File: config.mk
export PLATFORM = sky130hd
export DESIGN_NAME = sdram_port_arbiter
export DESIGN_NICKNAME = d
export VERILOG_FILES = /design/src/rtl/sdram_arb_pkg.sv /design/src/rtl/sdram_port_arbiter_rr_picker.sv /design/src/rtl/sdram_port_arbiter.sv
export SDC_FILE = /design/constraint.sdc
export NUM_CORES = 1
export LEC_CHECK = 0
export CAP_MARGIN = 25
export CORE_AREA = 2 2 345 347
export DETAILED_ROUTE_END_ITERATION = 12
export DIE_AREA = 0 0 347 349
export DONT_BUFFER_PORTS = 1
export RECOVER_POWER = 25
export SLEW_MARGIN = 0
export SYNTH_ARGS = -nofsm -noshare
export SYNTH_HDL_FRONTEND = slang
export SYNTH_HIERARCHICAL = 1
export SYNTH_SLANG_ARGS = --single-unit
export TNS_END_PERCENT = 10
File: constraint.sdc
create_clock -name clk -period 2.1 [get_ports clk]
set_input_delay 0.42 -clock clk [delete_from_list [all_inputs] [get_ports clk]]
set_output_delay 0.42 -clock clk [all_outputs]
set_load 0.005 [all_outputs]
File: src/rtl/sdram_arb_pkg.sv
// Shared types and constants for the SDRAM port arbiter: FSM states,
// client slot assignments and the default burst limit before preemption.
package sdram_arb_pkg;

  typedef enum logic [1:0] {
    IDLE   = 2'd0,
    OWN    = 2'd1,
    SWITCH = 2'd2
  } arb_state_t;

  localparam int CLI_VGA  = 0;
  localparam int CLI_DFJK = 1;
  localparam int CLI_NOTE = 2;

  localparam int MAX_BURST_DEF = 32;

endpackage

File: src/rtl/sdram_port_arbiter_rr_picker.sv
// Combinational winner selection: the display client always wins when it
// requests; the remaining clients rotate starting just after rr_ptr.
module rr_picker
  import sdram_arb_pkg::*;
#(
  parameter int NUM_CLIENTS = 3
) (
  input  logic [NUM_CLIENTS-1:0] req,
  input  logic [1:0]             rr_ptr,
  output logic [1:0]             winner,
  output logic                   any_req
);

  logic found;

  always_comb begin
    winner = 2'(CLI_VGA);
    found  = 1'b0;
    for (int i = CLI_DFJK; i < NUM_CLIENTS; i++) begin
      if (!found && req[i] && (i > int'(rr_ptr))) begin
        winner = 2'(i);
        found  = 1'b1;
      end
    end
    // Wrap around to the lowest-numbered non-display client.
    for (int i = CLI_DFJK; i < NUM_CLIENTS; i++) begin
      if (!found && req[i]) begin
        winner = 2'(i);
        found  = 1'b1;
      end
    end
    if (req[CLI_VGA]) winner = 2'(CLI_VGA);
  end

  assign any_req = |req;

endmodule

File: src/rtl/sdram_port_arbiter.sv
// Shares one SDRAM controller port among several copy/fetch engines with
// transaction-atomic grants, display priority and a burst preemption limit.
module sdram_port_arbiter
  import sdram_arb_pkg::*;
#(
  parameter int NUM_CLIENTS = 3,
  parameter int ADDR_W      = 22,
  parameter int DATA_W      = 128,
  parameter int MAX_BURST   = MAX_BURST_DEF
) (
  input  logic                          clk,
  input  logic                          reset,
  input  logic [NUM_CLIENTS-1:0]        cli_req,
  input  logic [NUM_CLIENTS-1:0]        cli_rd,
  input  logic [NUM_CLIENTS-1:0]        cli_wr,
  input  logic [NUM_CLIENTS*ADDR_W-1:0] cli_addr,
  input  logic [NUM_CLIENTS*DATA_W-1:0] cli_wrdata,
  output logic [NUM_CLIENTS-1:0]        cli_wait,
  output logic [NUM_CLIENTS-1:0]        cli_ac,
  output logic [DATA_W-1:0]             cli_rddata,
  output logic                          mem_rd,
  output logic                          mem_wr,
  output logic [ADDR_W-1:0]             mem_addr,
  output logic [DATA_W-1:0]             mem_wrdata,
  input  logic                          mem_wait,
  input  logic                          mem_ac,
  input  logic [DATA_W-1:0]             mem_rddata,
  output logic                          grant_valid,
  output logic [1:0]                    grant_id
);

  localparam int CNT_W = $clog2(MAX_BURST + 1);

  arb_state_t       state;
  logic [1:0]       rr_ptr;
  logic [CNT_W-1:0] burst_cnt;
  logic [1:0]       winner;
  logic             any_req;

  logic              own_req, own_rd, own_wr, others_req;
  logic [ADDR_W-1:0] own_addr;
  logic [DATA_W-1:0] own_wrdata;
  logic              busy, boundary, burst_hit, release_own;

  rr_picker #(.NUM_CLIENTS(NUM_CLIENTS)) u_picker (
    .req     (cli_req),
    .rr_ptr  (rr_ptr),
    .winner  (winner),
    .any_req (any_req)
  );

  always_comb begin
    own_req    = 1'b0;
    own_rd     = 1'b0;
    own_wr     = 1'b0;
    own_addr   = '0;
    own_wrdata = '0;
    others_req = 1'b0;
    for (int i = 0; i < NUM_CLIENTS; i++) begin
      if (grant_id == 2'(i)) begin
        own_req    = cli_req[i];
        own_rd     = cli_rd[i];
        own_wr     = cli_wr[i];
        own_addr   = cli_addr[i*ADDR_W +: ADDR_W];
        own_wrdata = cli_wrdata[i*DATA_W +: DATA_W];
      end else if (cli_req[i]) begin
        others_req = 1'b1;
      end
    end
  end

  // Owner signals pass straight through; grant_valid gates everything so an
  // asynchronous reset silences the controller port at once.
  always_comb begin
    mem_rd     = grant_valid & own_rd;
    mem_wr     = grant_valid & own_wr;
    mem_addr   = grant_valid ? own_addr : '0;
    mem_wrdata = grant_valid ? own_wrdata : '0;
    cli_wait   = '1;
    cli_ac     = '0;
    for (int i = 0; i < NUM_CLIENTS; i++) begin
      if (grant_valid && grant_id == 2'(i)) begin
        cli_wait[i] = mem_wait;
        cli_ac[i]   = mem_ac;
      end
    end
  end

  assign cli_rddata = mem_rddata;

  // The ac that reaches the limit already counts, so the owner is cut off
  // on that same transaction boundary rather than one transaction later.
  assign busy        = own_rd | own_wr;
  assign boundary    = ~busy | mem_ac;
  assign burst_hit   = (burst_cnt == CNT_W'(MAX_BURST)) ||
                       (mem_ac && burst_cnt == CNT_W'(MAX_BURST - 1));
  assign release_own = (~own_req & ~busy) |
                       (burst_hit & others_req & boundary) |
                       (cli_req[CLI_VGA] & (grant_id != 2'(CLI_VGA)) & boundary);

  always_ff @(posedge clk or posedge reset) begin
    if (reset) begin
      state       <= IDLE;
      grant_valid <= 1'b0;
      grant_id    <= 2'd0;
      rr_ptr      <= 2'd0;
      burst_cnt   <= '0;
    end else begin
      case (state)
        IDLE, SWITCH: begin
          if (any_req) begin
            state       <= OWN;
            grant_valid <= 1'b1;
            grant_id    <= winner;
            burst_cnt   <= '0;
            if (winner != 2'(CLI_VGA)) rr_ptr <= winner;
          end else begin
            state <= IDLE;
          end
        end
        OWN: begin
          if (mem_ac && burst_cnt != CNT_W'(MAX_BURST))
            burst_cnt <= burst_cnt + CNT_W'(1);
          if (release_own) begin
            state       <= SWITCH;
            grant_valid <= 1'b0;
          end
        end
        default: begin
          state       <= IDLE;
          grant_valid <= 1'b0;
        end
      endcase
    end
  end

endmodule

### Yosys cells after proc, flatten, opt, wreduce, memory -nomap -nowiden

Cells that the tools add are included.
Widths: inputs -> output; s select.

| word-level totals | value |
|---|---|
| bits of input ports | 591 |
| output and inout port bits | 289 |
| logic and storage cells | 102 |
| flip-flop bits (word level) | 13 |

| cells by class | value |
|---|---|
| eq/ne operators | 10 |
| reductions and logical operators | 25 |
| bitwise operators | 13 |
| order comparisons | 2 |
| $add $sub $neg | 1 |
| muxes and demuxes | 46 |

Operators with widths:

| operator | number |
|---|---|
| $mux 128 | 4 |
| $mux 22 | 4 |
| $mux 1 | 28 |
| $mux 6 | 2 |
| $pmux 6 s2 | 1 |
| $logic_and 1x1->1 | 10 |
| $mux 2 | 5 |
| $and 1x1->1 | 7 |
| $add 6x1->6 const B | 1 |
| $eq 6x5->1 const B | 1 |
| $eq 6x6->1 const B | 1 |
| $ne 2x2->1 const B | 3 |
| $ne 6x6->1 const B | 1 |
| $reduce_and 3->1 | 2 |
| $reduce_bool 2->1 | 3 |
| $eq 2x1->1 const B | 2 |
| $eq 2x2->1 const B | 2 |
| $logic_not 2->1 | 2 |
| $or 1x1->1 | 4 |
| $pmux 2 s2 | 1 |
| $reduce_and 2->1 | 2 |
| $logic_not 1->1 | 3 |
| $reduce_or 3->1 | 1 |
| $gt 1x2->1 const A | 1 |
| 5 further kinds | 6 |

### Depth between registers and ports, before layout

Gate-level depths: netlist of run 1.

| logic depth | value |
|---|---|
| depth after elaboration | 16 |
| depth in mapped cells | 8 |
| depth with buffers taken out | 7 |

### Cells and area by module

Netlist of run 1, hierarchy kept.

Modules (own cells, without submodules):

| module | times used | seq. area each (µm²) | cells an instance | area each (µm²) |
|---|---|---|---|---|
| sdram_port_arbiter | 1 | 325.3 | 889 | 5914.4 |
| rr_picker | 1 | 0.0 | 7 | 40.0 |

### Worst setup path after synthesis of run 1

OpenSTA, ideal clock, no wires.

| path | value |
|---|---|
| kind | register to output |
| start | reg grant_id[0] |
| end | out mem_wrdata[118] |
| cell stages (with the launch flop) | 9 |
| slack | 0.322 ns |
| required time | 1.680 ns |
| data arrival time | 1.358 ns |
| path buffers | 4 |
| cells stage by stage | dfrtp_1 buf_4 nor2b_2 buf_6 buf_4 buf_4 nand2_1 o21ai_0 and2_1 |

| on the way | value |
|---|---|
| word-level cells in the longest chain between the ends | 5 |
| elaborated cells between the ends (all ways) | 7 |
| those cells by class | 2 x eq/ne; 4 x mux; 1 x reduce/logical |

Ends and longest elaborated chain:

| element | line | RTL |
|---|---|---|
| from (decl) | sdram_port_arbiter.sv:29 | `output logic [1:0] grant_id` |
| from (signal assigned) | sdram_port_arbiter.sv:114 | `grant_id <= winner;` |
| $logic_not 2->1 | sdram_port_arbiter.sv:60 | `if (grant_id == 2'(i)) begin` |
| $mux 128 (2 in series) | sdram_port_arbiter.sv:60 |  |
| $mux 128 (*) | sdram_port_arbiter.sv:60 |  |
| $mux 128 (*) | sdram_port_arbiter.sv:78 | `mem_wrdata = grant_valid ? own_wrdata : '0;` |
| to (decl) | sdram_port_arbiter.sv:24 | `output logic [DATA_W-1:0] mem_wrdata,` |

Every way passes the cells marked *; elsewhere a longest branch is shown, timed or not.

### Worst setup path after layout of run 1

| path | value |
|---|---|
| start | reg grant_id[0] |
| end | out mem_wrdata[75] |

Same word-level chain as after synthesis.

==> results of run 1 <==
final cells by class:
class	instances	area [um^2]	share of cell area [%]
Timing Repair Buffer	152	2510	26.0
Sequential cell	13	337	3.48
Clock buffer	3	75.1	0.777
Clock inverter	1	5.00	0.0518
Inverter	7	26.3	0.272
Tap cell	1536	1920	19.9
Antenna cell	21	52.6	0.544
Multi-Input combinational cell	678	4740	49.0
metal layers:
layer	up-vias	track usage [%]
met1	3095	13.1
met2	731	21.8
met5	-	0
li1	2800	-
met3	179	10.5
met4	94	2.57
timing repair:
action / CTS / global route
hold endpoints to repair: 0 / 0
endpoints found under the setup margin: 158 / 158
resized for setup: 163 / 64
pin swaps: 4 / 2
cloned: 1 / 1
setup buffers: 3 / 1
cells in the final DEF (no fill, tap or decap), drive strengths merged, types with 5 or more instances in the layout:
cell type	instances
mux2i	154
and2	153
nor2	11
inv	7
buf	151
diode	21
nand2b	5
o21ai	157
nand2	163
dfrtp	13
path summary, 6_finish.rpt:
check / slack, ns / to / cells after the start
worst max-delay path: -0.34 / mem_wrdata[75] / 5
worst min-delay path: 0.14 / grant_id[0] / 1
worst max register to register: 0.18 / state[1] / 7
worst min register to register: 0.50 / rr_ptr[1] / 2
max in group asynchronous: 1.47 / grant_valid / 1
min in group clk: 0.39 / rr_ptr[0] / 3
cells by family after synthesis:
family,share of synthesized area [%]
multiplexers,25.9
buffers and inverters,22.9
adder cells (fa/ha/maj),0.420
AO/OA/AOI/OAI,15.5
flip-flops,5.46
AND/OR/NAND/NOR,29.2
XOR/XNOR,0.588
flip-flops by register name (all words and copies together), names as in the netlist:
signal,flops
grant_valid,1
burst_cnt,6
rr_ptr,2
grant_id,2
state,2
power groups by stage:
stage,clock (uW),combinational [uW],sequential [uW]
after floorplan,0,5370,400
after global placement,0,14600,515
after detailed placement,0,14700,525
after CTS,397,15900,521
after global routing,410,16700,524
final,389,15600,501
metrics by stage:
stage | setup TNS [ns] | total power, uW | worst slack (ns) | instances | hold WS, ns
finish | -29.03 | 16500 | -0.338 | 2411 | 0.141
global route | -41.76 | 17700 | -0.381 | 2399 | 0.183
CTS | -37.51 | 16800 | -0.377 | 2388 | 0.163
detailed placement | -9.07 | 15300 | -0.494 | 2380 | 0.436
global placement | -5.21 | 15100 | -0.580 | 2379 | 0.433
floorplan | 0 | 5770 | 0.322 | 896 | 0.297
worst register-to-register path: cells and delay by family, from the launching register on:
family	cells	cell delay, ns
buffers and inverters	2	0.38
AND/OR/NAND/NOR	1	0.24
AO/OA/AOI/OAI	3	0.50
flip-flops	1	0.51
multiplexers	1	0.23
==> impl_metrics.tcl, run 1 <==
set metrics [dict create \
    status "finished with violations" \
    violations "setup timing" \
    final_util_pct 8.23 \
    cts.path.max_buffers 2 \
    coreArea_um2 117000 \
    hpwl_um 79200 \
    synth_area_leader_cell "mux2i_1" \
    fin_ws_ns -0.338 \
    dr.max_layer_used "met5" \
    die_h_um 349 \
    fillers 13673 \
    crit_family "flip-flops" \
    p_int_uw 8350 \
    met1_length_um 28800 \
    path_cells "buf_12, buf_16, mux2i_4, o21ai_1, and2_1" \
    fmax_mhz 410 \
    avgRoutedWirePerCell_um 35.4 \
    drt_first_iter_violations 532 \
    vias 6899 \
    power.switching_uw 8160 \
    crit_type "reg2out" \
    dr_wl_met2_um 39100 \
    rows 126 \
    drv_cap 0 \
    sw_frac_of_total_pct 49.4 \
    grt.total_usage_pct 13.2 \
    p_leak_uw 0.00304 \
    fin_area_um2 9670 \
    setup_viol 152 \
    floorplan.initialDensity_pct 5.07 \
    cts.clk_slew.worst_paths_ns 0.06 \
    first_global_vias 6624 \
    syn_nets 1489 \
    cts_tree "built" \
    drv_slew 0 \
    cts_hold_buf 0 \
    syn2layout_area_growth_pct 62.3 \
    start_kind "register" \
    syn_area_per_cell_um2 6.65 \
    cp_num_buf_inv 2 \
    ys_seq_elements 13 \
    p_clk_share_pct 2.4 \
    grt_max_degree 70 \
    dr.pass1.iters 5 \
    min_period_over_period_pct 116 \
    cts_inserted_buffers 3 \
    cp-startpoint "grant_id[0]" \
    path_max_fanout 18 \
    clk_latency_ns 0.25 \
    relSlewSlack_pct 43.7 \
    synth_top_cell_area_share_pct 25.9 \
    dieWidth_um 347 \
    period_needed_ns 2.44 \
    dieArea_um2 121000 \
    globalplace.congestion 0.828 \
    cts_htree_levels 1 \
    hold_viol 0 \
    synth_ff_type "dfrtp_1" \
    syn-instance-count 896 \
    async_flop_share_pct 100 \
    layout-drive-gt1-share_pct 33.3 \
    clock_sinks 13 \
    slowest_delay_ns 0.46 \
    r2r_start "grant_id[0]" \
    globalRouteOverflowTotal 0 \
    drc 0 \
    yosys-top-cells-count "nand2_1, mux2i_1, and2_1, o21ai_0, buf_4" \
    end_kind "primary output" \
    ys_types 35 \
    worstPathRequired_ns 1.68 \
    portBuffers 0 \
    seq_area_frac_synth_pct 5.46 \
    cts_root_buffer "clkbuf_16" \
    place_area_um2 8910 \
    rsz0062_at_grt "yes" \
    grt_pass1_wl_um 97300 \
    viasPerCell 2.86 \
    synth.area.top_cells "mux2i_1, buf_4, and2_1" \
    share_comb_of_total_power_pct 94.6 \
    ant_nets 0 \
    worst-endpoint-arrival_ns 2.02 \
    finalNetCount 1448 \
    synth.most_common_cell "nand2_1" \
    tightest_slew_ns 0.843 \
    ios 880 \
    vdd_drop_max_mv 0.921 \
    power_density_nw_per_um2 1710 \
    antenna_found_initial 77 \
    met3WireLength_um 14900 \
    syn_area_um2 5950 \
    wl_um 85400 \
    synth_edf_count 0 \
    fin_skew_ns 0.00497 \
    cp_slowest_cell "dfrtp_4" \
    p_seq_share_pct 3.0 \
    hold_class "in2async" \
    ys_warn_count 6 \
]
Power figures use the tool's default switching activity.
==> run 2, diff against run 1 <==
--- a/config.mk
+++ b/config.mk
@@ -6,12 +6,12 @@
 export NUM_CORES = 1
 export LEC_CHECK = 0
 export CAP_MARGIN = 25
-export CORE_AREA = 2 2 345 347
+export CORE_AREA = 2 2 340 342
 export DETAILED_ROUTE_END_ITERATION = 12
-export DIE_AREA = 0 0 347 349
+export DIE_AREA = 0 0 342 344
 export DONT_BUFFER_PORTS = 1
 export RECOVER_POWER = 25
-export SLEW_MARGIN = 0
+export SLEW_MARGIN = 10
 export SYNTH_ARGS = -nofsm -noshare
 export SYNTH_HDL_FRONTEND = slang
 export SYNTH_HIERARCHICAL = 1
==> run 2 against run 1 <==
The run still ends with setup timing left. Sequential cell count is the same. Hold slack lost 0.030 ns. Combinational power grew 7%. First-iteration DRC count shrank 32%. Global-route usage grew 0.12 points. Via count grew 1.2%. Cell area grew 4.5%. Total power grew 6.2%. Largest cell class unchanged. Sequential share of layout area shrank 0.15 points. Critical path depth grew 1.
==> impl_metrics.tcl, run 2 (same netlist as run 1, synthesis figures left out) <==
set metrics [dict create \
    status "finished with violations" \
    violations "setup timing" \
    post-place-cells 2340 \
    cts.clk_slew.worst_paths_ns 0.05 \
    drc 0 \
    wl_um 85600 \
    grt_max_degree 75 \
    end_kind "primary output" \
    globalplace.congestion 0.896 \
    floorplan.initialDensity_pct 5.23 \
    vdd_drop_max_mv 0.631 \
    fin_ws_ns -0.258 \
    grt.total_usage_pct 13.4 \
    dieWidth_um 342 \
    hold_viol 0 \
    regMostFlops "burst_cnt" \
    dr.pass1.iters 4 \
    avgRoutedWirePerCell_um 35.8 \
    rsz0062_at_grt "yes" \
    dieArea_um2 118000 \
    drv_slew 0 \
    worstPathRequired_ns 1.68 \
    final_cell_mix "mux2i_1, nand2_1, and2_4" \
    viasPerCell 2.92 \
    clock_sinks 13 \
    coreArea_um2 114000 \
    hold_class "in2async" \
    ant_nets 0 \
    relSlewSlack_pct 36.9 \
    fmax_mhz 424 \
    setup_viol 156 \
    tightest_slew_ns 0.945 \
    finalSetupTns_ns -22.09 \
    path_max_fanout 17 \
    portBuffers 0 \
    hpwl_um 76200 \
    globalRouteOverflowTotal 0 \
    fin_skew_ns 0.00127 \
    period_needed_ns 2.36 \
    drt_first_iter_violations 362 \
    ios 880 \
    clk_latency_ns 0.24 \
    first_global_vias 6426 \
    power_density_nw_per_um2 1740 \
    syn2layout_area_growth_pct 69.7 \
    drv_cap 0 \
    antenna_found_initial 76 \
    largest_register_ffs 6 \
    cts.path.max_buffers 2 \
    p_leak_uw 0.00327 \
    grt_pass1_wl_um 95500 \
    cts_htree_levels 1 \
    cts_root_buffer "clkbuf_16" \
    cts_tree "built" \
    start_kind "register" \
    layout-drive-gt1-share_pct 41.6 \
    cts_inserted_buffers 3 \
    finalNetCount 1450 \
    final_common_cell "mux2i_1" \
    die_h_um 344 \
    worst-endpoint-arrival_ns 1.94 \
    vias 6979 \
    min_period_over_period_pct 112 \
    crit_type "reg2out" \
    fin_cells 2389 \
    rows 124 \
]
[run 2: timing repair]
item	4_1_cts	5_1_grt
hold buffers	0	0
pin swaps	20	34
endpoints found under the setup margin	157	159
setup buffers	13	1
endpoints found under the hold margin	0	0
gates resized for setup	176	188
gates cloned	6	6
[run 2: worst paths after layout]
| check | start | endpoint | slack (ns) | cells past startpoint |
|---|---|---|---|---|
| max | grant_id[0] | mem_wrdata[127] | -0.26 | 6 |
| min | reset | grant_id[1] | 0.11 | 1 |
| max reg2reg | grant_id[1] | state[0] | -0.01 | 10 |
| min reg2reg | rr_ptr[0] | rr_ptr[0] | 0.52 | 2 |
| max in group asynchronous | reset | grant_valid | 1.58 | 1 |
| min in group clk | cli_req[0] | grant_id[0] | 0.40 | 3 |
[run 2: power by group]
group | switching, uW | internal (uW) | total, uW
sequential | 130 | 357 | 488
combinational | 8180 | 8510 | 16700
clock | 108 | 256 | 365
[run 2: cell type report]
class,count,area [um^2]
Inverter,7,26.3
Sequential cell,13,337
Tap cell,1512,1890
Clock buffer,4,78.8
Multi-Input combinational cell,678,4930
Fill cell,13277,104000
Timing Repair Buffer,154,2790
Antenna cell,21,52.6
[run 2: metal layers]
layer / global-route usage (%) / up-vias / wire length [um]
met1: 13.2 / 3192 / 29000
met4: 2.44 / 78 / 2000
met2: 21.6 / 725 / 38700
li1: - / 2818 / -
met5: 0 / - / 505
met3: 11.3 / 166 / 15400
[run 2: through the flow]
stage / hold WS [ns] / total power [uW] / util [%] / cell area (um^2) / worst slack (ns)
after floorplan: 0.297 / 5770 / - / 5950 / 0.322
after global placement: 0.366 / 14300 / 7.62 / 8680 / -0.389
after detailed placement: 0.380 / 14400 / 7.62 / 8680 / -0.425
after CTS: 0.126 / 16800 / 8.38 / 9540 / -0.276
after global routing: 0.153 / 18600 / 8.84 / 10100 / -0.292
final: 0.112 / 17500 / 8.87 / 10100 / -0.258
[run 2: critical path: stages (launching register included)]
cell and delay (ns):
dfrtp_4 0.48, buf_12 0.14, buf_16 0.17, buf_16 0.19, mux2i_4 0.33, o21ai_0 0.13
and2_1 0.21
